===== src/rtl/psum_ofifo.sv =====
// Output collection FIFO for the MAC column array: one circular lane per column
// absorbs skewed partial sums, and a full row pops atomically into a registered wide word.
module psum_ofifo #(
  parameter int col     = 8,
  parameter int bw_psum = 22,
  parameter int depth   = 16,
  parameter int aw      = 4
) (
  input  logic                   clk,
  input  logic                   reset,
  input  logic [col*bw_psum-1:0] in,
  input  logic [col-1:0]         wr,
  input  logic                   rd,
  output logic [col*bw_psum-1:0] out,
  output logic                   o_valid,
  output logic                   o_full,
  output logic                   o_ready,
  output logic                   overflow
);

  // Handshake: a row pops at an edge where rd && o_valid; rd without o_valid is ignored.
  // Pushes are not backpressured here; upstream must stall issue while o_ready is low,
  // otherwise a push into a full lane is dropped and overflow latches.

  localparam logic [aw:0] ptr_one = (aw+1)'(1);

  logic [bw_psum-1:0] mem [col][depth];
  logic [aw:0]        wr_ptr [col];
  logic [aw:0]        rd_ptr [col];
  logic [col-1:0]     empty;
  logic [col-1:0]     full;
  logic [col-1:0]     push;
  logic [col-1:0]     drop;
  logic               rd_en;

  always_comb begin
    empty = '0;
    full  = '0;
    for (int i = 0; i < col; i++) begin
      empty[i] = (wr_ptr[i] == rd_ptr[i]);
      full[i]  = (wr_ptr[i][aw-1:0] == rd_ptr[i][aw-1:0]) &&
                 (wr_ptr[i][aw] != rd_ptr[i][aw]);
    end
  end

  assign o_valid = &(~empty);
  assign o_full  = |full;
  assign o_ready = ~o_full;
  assign rd_en   = rd & o_valid;

  // A full lane still accepts a push when the same edge pops a row, freeing its head.
  assign push = wr & (~full | {col{rd_en}});
  assign drop = wr & full & {col{~rd_en}};

  always_ff @(posedge clk) begin
    if (reset) begin
      for (int i = 0; i < col; i++) begin
        wr_ptr[i] <= '0;
        rd_ptr[i] <= '0;
      end
      out      <= '0;
      overflow <= 1'b0;
    end else begin
      for (int i = 0; i < col; i++) begin
        if (push[i]) wr_ptr[i] <= wr_ptr[i] + ptr_one;
        if (rd_en) begin
          rd_ptr[i]                  <= rd_ptr[i] + ptr_one;
          out[i*bw_psum +: bw_psum]  <= mem[i][rd_ptr[i][aw-1:0]];
        end
      end
      if (|drop) overflow <= 1'b1;
    end
  end

  // Storage needs no reset: pointers alone define which entries are live.
  always_ff @(posedge clk) begin
    for (int i = 0; i < col; i++) begin
      if (push[i]) mem[i][wr_ptr[i][aw-1:0]] <= in[i*bw_psum +: bw_psum];
    end
  end

endmodule


===== config.mk =====
export PLATFORM = sky130hd
export DESIGN_NAME = psum_ofifo
export DESIGN_NICKNAME = d
export VERILOG_FILES = /design/src/rtl/psum_ofifo.sv
export SDC_FILE = /design/constraint.sdc
export NUM_CORES = 2
export LEC_CHECK = 0
export ABC_CLOCK_PERIOD_IN_PS = 7500
export CELL_PAD_IN_SITES_DETAIL_PLACEMENT = 0
export CELL_PAD_IN_SITES_GLOBAL_PLACEMENT = 1
export CORE_MARGIN = 10
export CORE_UTILIZATION = 59
export DETAILED_ROUTE_END_ITERATION = 10
export PLACE_DENSITY = 0.95
export SETUP_SLACK_MARGIN = 0.15
export SKIP_LAST_GASP = 1
export SYNTH_ARGS = -nofsm -noshare
export SYNTH_HDL_FRONTEND = slang
export SYNTH_SLANG_ARGS = --single-unit

===== constraint.sdc =====
create_clock -name clk -period 7.5 [get_ports clk]
set_clock_uncertainty 0.15 [all_clocks]
set_input_delay 1.125 -clock clk [delete_from_list [all_inputs] [get_ports clk]]
set_output_delay 1.125 -clock clk [all_outputs]
set_load 0.02 [all_outputs]

* Word level (Yosys, flattened, before mapping)
Memories as Yosys holds them, arrays and structs flattened. Cells that the tools add are included.
Word-level totals: bits in read-only memories 0, input port bits 187, bits in registers 177, memories 3, memory bits (writable) 2896, logic and storage cells 222, bits in latches 0
Memories:
- mem | depth 8, width 352, rd ports 8, clocked after Yosys merged registers in 0, wr ports 8, RTL line 27 | logic [bw_psum-1:0] mem [col][depth];
- rd_ptr | depth 8, width 5, rd ports 8, clocked after Yosys merged registers in 0, wr ports 8, RTL line 29 | logic [aw:0] rd_ptr [col];
- wr_ptr | depth 8, width 5, rd ports 8, clocked after Yosys merged registers in 0, wr ports 8, RTL line 28 | logic [aw:0] wr_ptr [col];
Operators by class: $mul 0, div/mod/pow operators 0, bitwise gates (word level) 41, equality and inequality tests 24, shift operators 0, reduce and logical (&&, ||, !) cells 19, order comparisons 24, add/sub/neg operators 16, multiplexer cells 93
Operators by type and width (number):
- two-way mux 352 bit | 8
- binary-select mux 22 bit (select 4 bit) | 8
- demux 22 bit (select 4 bit) | 8
- two-way mux 22 bit | 24
- adder 5 x 1 -> 5 bit, second input constant | 16
- >= comparator 5 bit, second input constant | 16
- two-way mux 5 bit | 16
- NOT 4 -> 5 bit | 16
- == test 5 bit | 8
- < comparator 5 x 1 -> 1 bit, second input constant | 8
- == test 4 bit | 8
- two-way mux 1 bit | 29
- AND 8 bit | 3
- logical AND 1 bit | 16
- NOT 8 bit | 2
- OR 1 bit | 16
- OR reduction 8 bit | 2
- inequality test 1 bit | 8
- OR 8 bit | 1
- AND reduction 8 bit | 1
- NOT 1 bit | 2
- AND 1 bit | 1

* Longest topological paths before layout
word-level depth 10, mapped depth 12

* Worst setup path after synthesis
No wires, ideal clock.
path type register to register, from memory rd_ptr[1][10] (netlist name), to memory mem[0][858] (netlist name) (enable), required time 6885 ps, library setup time 465 ps, setup slack 2630 ps, data arrival time 4255 ps, stages on the path, launching flop included 11, path buffers 3, period minus slack after synthesis 4870 ps, cells stage by stage edfxtp_1 buf_2 xnor2_1 nand4_1 o22ai_1 or4_1 buf_2 clkinv_2 a21boi_1 buf_2 nor4b_1
RTL lines (RTL line):
- start, declared | 29
- end, declared | 27

==> metrics.csv <==
metric;value;unit
status;complete, no violations;
Clock power frac;0.310;
vias per cell;6.84;
Pint;34100;uW
commonest cells in the synthesized netlist;2,896 x edfxtp_1, 880 x mux4_2, 209 x nand3_1;
layout cells sized above 1;0.270;
Setup Buffers After CTS;0;
Critical Path Fanout Max;66;
TritonCTS buffer count;313;
Syn Nets;5562;
Initial Utilization;0.592;
worst path required time;6.22;ns
Worst-path clk slew;0.06;ns
Slew Limit Fails;0;
Tcrit/Tclk final;0.773;
via count;60100;
DP HPWL;159;mm
Switching Share;0.300;
First DRT Iteration DRCs;9610;
highest clock rate;172;MHz
CP startpoint kind;flip-flop;
MaxCap Viol Count;0;
Leakage Power;0.0418;uW
worst vdd ir;643;uV
drt drc;0;
CTS Buffer Depth;4;
most frequent cell after synthesis;edfxtp_1;
Syn Inst Count;5335;
Seq cells post-synth;3073;
Core Box Area;199000;um^2
cts hold-fix bufs;0;
Netlist cell types;38;
Final #Nets;6095;
YS warnings;0;
Crit-path slowest cell;clkdlybuf4s50_1;
Die H;467;um
Sw Pwr;14600;uW
Final TNS setup;0;ns
# rows;164;
io pins;367;
sequential power share;0.416;
largest net degree at the start of global routing;180;
critical path cell sequence;buf_4, xnor2_1, nand4_1, o22ai_1, or4_4, inv_8, clkdlybuf4s50_1;
sequential share of the synthesized area;0.768;
antenna-violating nets left;0;
Worst Setup End Kind;output pin;
number of global-route vias before repair;62300;
first-pass GRT wire length;446;mm
gr usage total;0.281;
wire per inst;35.0;um
EDFF count, synth;2896;
RSZ-0062 raised after global routing;no;
mapped cell area;118000;um^2
Most used DFF post-synth;edfxtp_1;
Final Cell Area;135000;um^2
Worst Tran Pin Value;1.26;ns
Synth-to-Final Area Change;14.8;%
Tmin final;5.80;ns
Hold Crit Class;flip-flop to flip-flop;
Post-DP Area;126000;um^2
CTS root buf;clkbuf_16;
syn avg cell area;22.1;um^2
# port buffers;366;
combinational fraction of design power;0.274;
drt pass-1 iters;6;
H-tree lvl count;5;
Sink Count;3073;
largest area contributor in the netlist;edfxtp_1;
clk_lat worst skew;0.99;ns
Final Hold Viols;0;
crit path DAT;4.53;ns
Rel. slew slack;0.154;
Area contributors post-synth;edfxtp_1 74%, mux4_2 17%, dfxtp_1 3.0%;
CTS tree;yes;
Routability Congestion;0.793;
die area;218000;um^2
initial antenna violation count;59;
post-synth top area share;0.738;
crit path kind;flip-flop to output pin;
# setup viols final;0;
GRT Residual Overflow;0;
Max stage delay on crit path;0.75;ns
drt total wl;308;mm
Fill cells;11400;
PD cells;360;nW/um^2
Horiz. Die Dim;467;um
Resized Gates After CTS;0;
Post-synth ARST share;0;
[layout make-up]
type | count | area (um^2) | area share
clock buffer | 413 | 8470 | 0.0625
sequential | 3073 | 90500 | 0.668
antenna | 33 | 82.6 | 0.000610
multi-input combinational | 1888 | 26500 | 0.195
clock inverter | 136 | 1270 | 0.00935
inverter | 28 | 118 | 0.000869
tap | 2656 | 3320 | 0.0245
timing repair buffer | 564 | 5170 | 0.0382
[critical path: cells and delay by family (launching register included)]
family / cells / cell delay (ns)
AND/OR/NAND/NOR: 2 / 1.01
AO/OA/AOI/OAI: 1 / 0.19
XOR/XNOR: 1 / 0.16
buffers and inverters: 3 / 1.75
flip-flops: 1 / 0.35
[kinds of logic (layout without fill, tap and decap cells)]
family                   Yosys count  in the layout  synth area share
AO/OA/AOI/OAI                    378            378            0.0164
flip-flops                      3073           3073             0.768
multiplexers                     880            880             0.168
AND/OR/NAND/NOR                  502            502            0.0230
other                              0             33                 0
adder cells (fa/ha/maj)           40             40           0.00425
buffers and inverters            374           1141            0.0139
XOR/XNOR                          88             88           0.00654
[worst paths after layout]
| kind | startpoint | to | slack, ns | cells past startpoint |
|---|---|---|---|---|
| hold reg to reg | out[164]$_SDFFE_PP0N_ | out[164]$_SDFFE_PP0N_ | 0.33 | 2 |
| setup / recovery | rd_ptr[1][12]$_SDFFCE_PP0P_ | o_valid | 1.70 | 7 |
| setup reg to reg | rd_ptr[1][12]$_SDFFCE_PP0P_ | mem[1][1160]$_DFFE_PP_ | 2.57 | 9 |
| hold / removal | out[164]$_SDFFE_PP0N_ | out[164]$_SDFFE_PP0N_ | 0.33 | 2 |
[per-stage QoR]
stage | worst slack (ns) | total power, uW | std cells | hold WS (ns) | util
floorplan | 2.63 | 29600 | 5335 | 0.404 | -
global placement | 2.71 | 33100 | 8209 | 0.312 | 0.630
detailed placement | 2.66 | 33500 | 8209 | 0.316 | 0.630
CTS | 1.68 | 48800 | 8758 | 0.325 | 0.679
global route | 1.56 | 50100 | 8783 | 0.352 | 0.679
finish | 1.70 | 48700 | 8791 | 0.325 | 0.680
[cells in the final DEF (no fill, tap or decap), types with 6 or more instances in the layout]
cell             Yosys  layout
clkdlybuf4s50_1      0     364
nor3b_2              0      57
inv_1               27      26
xor2_1              40      40
nor3_2               0      39
inv_6                0       6
nor2b_1             25      25
clkbuf_1           177      81
o21ai_0            184     184
clkinv_1             0      45
clkbuf_8             0      13
nor4_2               0      29
nor2_1              42      42
buf_4                9     197
nand3_1            209     209
dfxtp_1            177     177
diode_2              0      33
clkbuf_16            0     319
ha_1                40      40
mux4_2             880     880
nor4b_1             10       6
xnor2_1             48      48
a21oi_1            176     176
edfxtp_1          2896    2896
nand4_1              8       8
a21boi_2             1       7
clkinvlp_4           0       9
nor4_1              54      25
clkinv_2             1      47
nand2_1             47      46
and2_1               6       6
bufinv_16            0      22
[state kept, by name (all words and copies together) (netlist names)]
signal and cells:
out 176, mem 2816, overflow 1, rd_ptr 40, wr_ptr 40
[power by group through the flow]
stage	clock [uW]	sequential, uW	combinational [uW]
detailed placement	0	20600	13000
global route	15900	20300	14000
global placement	0	20500	12700
CTS	15200	20300	13300
finish	15100	20300	13300
floorplan	0	20600	8960
[layer usage]
layer,routed length [um],GRT usage
met1,102000,0.361
met2,156000,0.464
met3,35600,0.0718
met4,13500,0.109
met5,344,0
Note: power is estimated with default switching activity, not from simulation.
